`src/rtl/parity_checker_rx.sv`:
```
// Serial frame receiver: start bit, DATA_W data bits LSB first, parity bit, stop bit.
// Optional saturating error counter is built when PARITY_CHECKER_ERR_CNT_EN is defined.
module parity_checker_rx #(
   parameter int DATA_W     = 3,
   parameter int PARITY_ODD = 0
) (
   input  logic              clk,
   input  logic              rst,
   input  logic              sin,
   input  logic              bit_en,
   output logic [DATA_W-1:0] dout,
   output logic              dout_valid,
   output logic              parity_err,
   output logic              frame_err,
   output logic              busy
`ifdef PARITY_CHECKER_ERR_CNT_EN
   ,
   output logic [7:0]        err_cnt
`endif
);

   localparam int CNT_W = (DATA_W > 1) ? $clog2(DATA_W) : 1;
   localparam logic [CNT_W-1:0] LAST_BIT = CNT_W'(DATA_W - 1);

   typedef enum logic [1:0] {
      S_IDLE   = 2'd0,
      S_DATA   = 2'd1,
      S_PARITY = 2'd2,
      S_STOP   = 2'd3
   } state_t;

   function automatic logic expected_parity(input logic [DATA_W-1:0] d);
      return (^d) ^ (PARITY_ODD != 0);
   endfunction

`ifdef PARITY_CHECKER_ERR_CNT_EN
   function automatic logic [7:0] sat_inc(input logic [7:0] c);
      return (c == 8'hFF) ? c : c + 8'd1;
   endfunction
`endif

   state_t            state_q, state_d;
   logic [CNT_W-1:0]  bit_cnt_q, bit_cnt_d;
   logic [DATA_W-1:0] shreg_q, shreg_d;
   logic              par_q, par_d;
   logic [DATA_W-1:0] dout_q, dout_d;
   logic              dout_valid_q, dout_valid_d;
   logic              parity_err_q, parity_err_d;
   logic              frame_err_q, frame_err_d;
   logic              frame_bad;
`ifdef PARITY_CHECKER_ERR_CNT_EN
   logic [7:0]        err_cnt_q, err_cnt_d;
`endif

   always_comb begin
      state_d      = state_q;
      bit_cnt_d    = bit_cnt_q;
      shreg_d      = shreg_q;
      par_d        = par_q;
      dout_d       = dout_q;
      dout_valid_d = 1'b0;
      parity_err_d = parity_err_q;
      frame_err_d  = frame_err_q;
      frame_bad    = 1'b0;
`ifdef PARITY_CHECKER_ERR_CNT_EN
      err_cnt_d    = err_cnt_q;
`endif
      case (state_q)
         S_IDLE: begin
            if (bit_en && !sin) begin
               state_d   = S_DATA;
               bit_cnt_d = '0;
            end
         end
         S_DATA: begin
            if (bit_en) begin
               shreg_d[bit_cnt_q] = sin;
               if (bit_cnt_q == LAST_BIT) begin
                  state_d   = S_PARITY;
                  bit_cnt_d = '0;
               end else begin
                  bit_cnt_d = bit_cnt_q + 1'b1;
               end
            end
         end
         S_PARITY: begin
            if (bit_en) begin
               par_d   = sin;
               state_d = S_STOP;
            end
         end
         S_STOP: begin
            // Frame completes here; returning straight to IDLE means this
            // strobe can never double as the next start bit.
            if (bit_en) begin
               state_d      = S_IDLE;
               dout_d       = shreg_q;
               dout_valid_d = 1'b1;
               parity_err_d = (par_q != expected_parity(shreg_q));
               frame_err_d  = !sin;
               frame_bad    = parity_err_d || frame_err_d;
`ifdef PARITY_CHECKER_ERR_CNT_EN
               if (frame_bad) err_cnt_d = sat_inc(err_cnt_q);
`endif
            end
         end
         default: state_d = S_IDLE;
      endcase
   end

   always_ff @(posedge clk or posedge rst) begin
      if (rst) begin
         state_q      <= S_IDLE;
         bit_cnt_q    <= '0;
         shreg_q      <= '0;
         par_q        <= 1'b0;
         dout_q       <= '0;
         dout_valid_q <= 1'b0;
         parity_err_q <= 1'b0;
         frame_err_q  <= 1'b0;
`ifdef PARITY_CHECKER_ERR_CNT_EN
         err_cnt_q    <= 8'd0;
`endif
      end else begin
         state_q      <= state_d;
         bit_cnt_q    <= bit_cnt_d;
         shreg_q      <= shreg_d;
         par_q        <= par_d;
         dout_q       <= dout_d;
         dout_valid_q <= dout_valid_d;
         parity_err_q <= parity_err_d;
         frame_err_q  <= frame_err_d;
`ifdef PARITY_CHECKER_ERR_CNT_EN
         err_cnt_q    <= err_cnt_d;
`endif
      end
   end

   assign dout       = dout_q;
   assign dout_valid = dout_valid_q;
   assign parity_err = parity_err_q;
   assign frame_err  = frame_err_q;
   assign busy       = (state_q != S_IDLE);
`ifdef PARITY_CHECKER_ERR_CNT_EN
   assign err_cnt    = err_cnt_q;
`endif

endmodule

```
`config.mk`:
```
export PLATFORM = sky130hd
export DESIGN_NAME = parity_checker_rx
export DESIGN_NICKNAME = d
export VERILOG_FILES = /design/src/rtl/parity_checker_rx.sv
export SDC_FILE = /design/constraint.sdc
export NUM_CORES = 1
export LEC_CHECK = 0
export ABC_AREA = 1
export BUFFER_PORTS_ARGS = -buffer_cell sky130_fd_sc_hd__buf_2
export CAP_MARGIN = 20
export CORE_UTILIZATION = 55
export CTS_CLUSTER_DIAMETER = 40
export DETAILED_ROUTE_END_ITERATION = 7
export PLACE_DENSITY_LB_ADDON = 0.2
export SLEW_MARGIN = 20
export SYNTH_ARGS = -nofsm -noshare
export SYNTH_HDL_FRONTEND = slang
export SYNTH_SLANG_ARGS = --single-unit
export TNS_END_PERCENT = 5
```
`constraint.sdc`:
```
create_clock -name clk -period 2.1 [get_ports clk]
set_input_delay 0.315 -clock clk [delete_from_list [all_inputs] [get_ports clk]]
set_output_delay 0.315 -clock clk [all_outputs]
set_load 0.01 [all_outputs]
```
==> key figures <==
Placed design
  – RePlAce Congestion: 0.7751
  – Final HPWL DP: around 900 um
  – IO Port Bufs: 10
  – Inst Count DP: around 110
  – Placed inst area: 784.5 sq um
  – Setup WS pre-CTS: 737.2 ps

Floorplanning
  – Die Wd: 38.11 um
  – Initial Utilization: about 62%
  – Core Region: about 0.0012 sq mm
  – Die H: 38.11 um
  – Ports: 11
  – Std cell rows: 12
  – Die ar.: around 0.0015 sq mm

GRT
  – Vias in the first global route: 516
  – Initial antenna violation count: 0
  – Largest net degree at the start of global routing: 15
  – Gr usage total: roughly a fifth
  – GRT Residual Overflow: 0
  – First-pass GRT wire length: around 2000 um

Synth
  – Seq/Total Area, Yosys: 48.87%
  – Post-synthesis cell area: 716.9 sq um
  – Yosys warns: 0
  – #FFs+latches synth: 14
  – Netlist cell types: 15
  – Avg Cell Area, Syn: 8.241 sq um
  – Syn Inst Count: 87
  – Net Count, Synth: 96

Timing
  – Unrepaired setup endpoints after global routing: false
  – Hold_ws: 50.90 ps
  – Setup_tns: 0 ps
  – Hold Fails Final Rpt: 0
  – Final Skew: between 3 and 4 ps
  – Headroom to the max-slew limit: 65.09%
  – Final count of pins violating max slew: 0
  – Highest Clock Rate: 649.2 MHz
  – Crit share post-route: 73.35%
  – Final Critical Period: 1540 ps
  – Final Worst Setup Slack: 559.6 ps
  – Setup Viol. Count Final: 0
  – Worst Tran Pin Value: 523.1 ps

Run status
  – Status: finished clean

Pwr
  – Sw Share: 40.63%
  – Clock power share: 16.0%
  – Cell-internal power: 0.7159 mW
  – Pwr/cell area: 1469 mW/mm^2
  – Power, Total: 1.206 mW
  – Leak Pwr: 0.4616 nW
  – Reg power frac: 39.1%
  – NetSw: 0.4899 mW
  – Gate power share: 44.9%
  – Max rail drop VDD: 0.8641 mV

Flow run
  – Max Cap Viol: 0

Hold path
  – Worst min-delay path class: primary input to asynchronous set/reset pin

Final layout
  – Diode count: 0
  – Layout cells sized above 1: 18.81%
  – Area grow syn2layout: 14.49%
  – Finished Core Util: between 70 and 80%
  – Nets: approximately 110
  – Fillers: 94
  – Final instance area: 820.8 sq um
  – Final std cells w/o fill: 115

Clock network
  – Post-CTS setup repair buffer count: 0
  – CTS H-tree lvls: 1
  – Clk slew on worst S/H paths: 80 ps
  – Sink Count: 14
  – CTS Buffer Depth: 2
  – CTS hold repair buffers: 0
  – Clk root buf: clkbuf_4
  – Num CTS Buffers: 3
  – Resized Gates After CTS: 0
  – CTS tree: yes
  – Clock latency on the worst-skew pair: 280 ps

Worst setup path
  – Crit path arrival time: 1230 ps
  – CP endpoint kind: primary output
  – CP required: 1780 ps
  – Crit start category: flip-flop
  – Crit Path Max Fanout: 5
  – CP Class: flip-flop to primary output
  – R2R cell count: 6

Drt
  – Post-route ant nets: 0
  – DR vias: 566
  – Wire per inst: between 10 and 15 um
  – Vias per cell: about 4.9
  – DRT iter0 DRCs: 9
  – DRT Pass-1 Iters: 4
  – DR DRC count: 0
  – Post-Route WL: 1198 um
per-layer routing:
metal / GRT usage, % / share of wire [%] / wire (um) / vias up
met3: 3.488 / 3.7 / 44 / 2
met4: 8.036 / 1.7 / 20 / 0
met1: 21.13 / 46 / 546 / 246
li1: - / - / - / 305
met2: 39.83 / 49 / 586 / 13
met5: 0 / 0 / 0 / -
cells by family after synthesis:
kind of cell | synth area share, %
and+or+nand+nor | 25.30
DFF | 48.87
buffers and inverters | 6.805
AOI/OAI and AO/OA | 7.853
adders and majority gates | 8.726
xor gates and xnor gates | 2.444
layout make-up:
| cell class | instances | area, sq um | share of cell area (%) |
|---|---|---|---|
| clock buffers | 4 | 36.28 | 4.421 |
| inverters | 13 | 48.80 | 5.945 |
| multi-input cells | 60 | 317.8 | 38.72 |
| flip-flops and latches | 14 | 350.3 | 42.68 |
| well taps | 14 | 17.52 | 2.134 |
| repair buffers | 10 | 50.05 | 6.098 |
cell usage after synthesis:
cell type  instances  area (sq um)
nand2_1           29         108.9
dfrtp_1           14         350.3
inv_1             12         45.04
nand3_1            7         35.03
o21ai_0            6         30.03
ha_1               5         62.56
o21ai_1            3         15.01
nand2_2            2         12.51
nand4_1            2         12.51
or2_2              2         12.51
a21oi_1            1         5.000
a31oi_1            1         6.260
inv_2              1         3.750
xnor2_1            1         8.760
xor2_1             1         8.760
critical path: stages, from the launching register on:
cell and delay (ps):
dfrtp_1 420, inv_1 80, ha_1 220, inv_1 90, buf_2 130
layout by cell type, fill, tap and decap left out, drive strengths merged:
| master | synthesis | final |
|---|---|---|
| nand3 | 7 | 7 |
| xor2 | 1 | 1 |
| ha | 5 | 5 |
| or2 | 2 | 2 |
| nand4 | 2 | 2 |
| a21oi | 1 | 1 |
| clkbuf | 0 | 4 |
| buf | 0 | 10 |
| inv | 13 | 13 |
| xnor2 | 1 | 1 |
| nand2 | 31 | 31 |
| o21ai | 9 | 9 |
| a31oi | 1 | 1 |
| dfrtp | 14 | 14 |
power by group through the flow:
stage	clock, mW	combinational [mW]	sequential [mW]
2_1_floorplan	0	0.385	0.489
3_3_place_gp	0	0.524	0.474
3_5_place_dp	0	0.540	0.478
4_1_cts	0.196	0.546	0.473
5_1_grt	0.209	0.624	0.490
6_report	0.193	0.541	0.471
worst paths after layout:
path                                               end  slack [ps]                    from
worst max-delay path                              busy         560  state_q[0]$_DFFE_PP0P_
worst min-delay path               dout[1]$_DFFE_PP0P_          50                     rst
worst max register to register  state_q[1]$_DFFE_PP0P_         710  state_q[0]$_DFFE_PP0P_
worst min register to register  parity_err$_DFFE_PP0P_         480  parity_err$_DFFE_PP0P_
max in group asynchronous       state_q[1]$_DFFE_PP0P_        1700                     rst
min in group clk                 frame_err$_DFFE_PP0P_         230                     sin
flip-flops by register name (all words and copies together), names as in the netlist:
signal / cells
parity_err: 1
dout_valid: 1
par_q: 1
frame_err: 1
state_q: 2
dout: 3
bit_cnt_q: 2
shreg_q: 3
No activity file was read; power rests on OpenSTA's default activity.
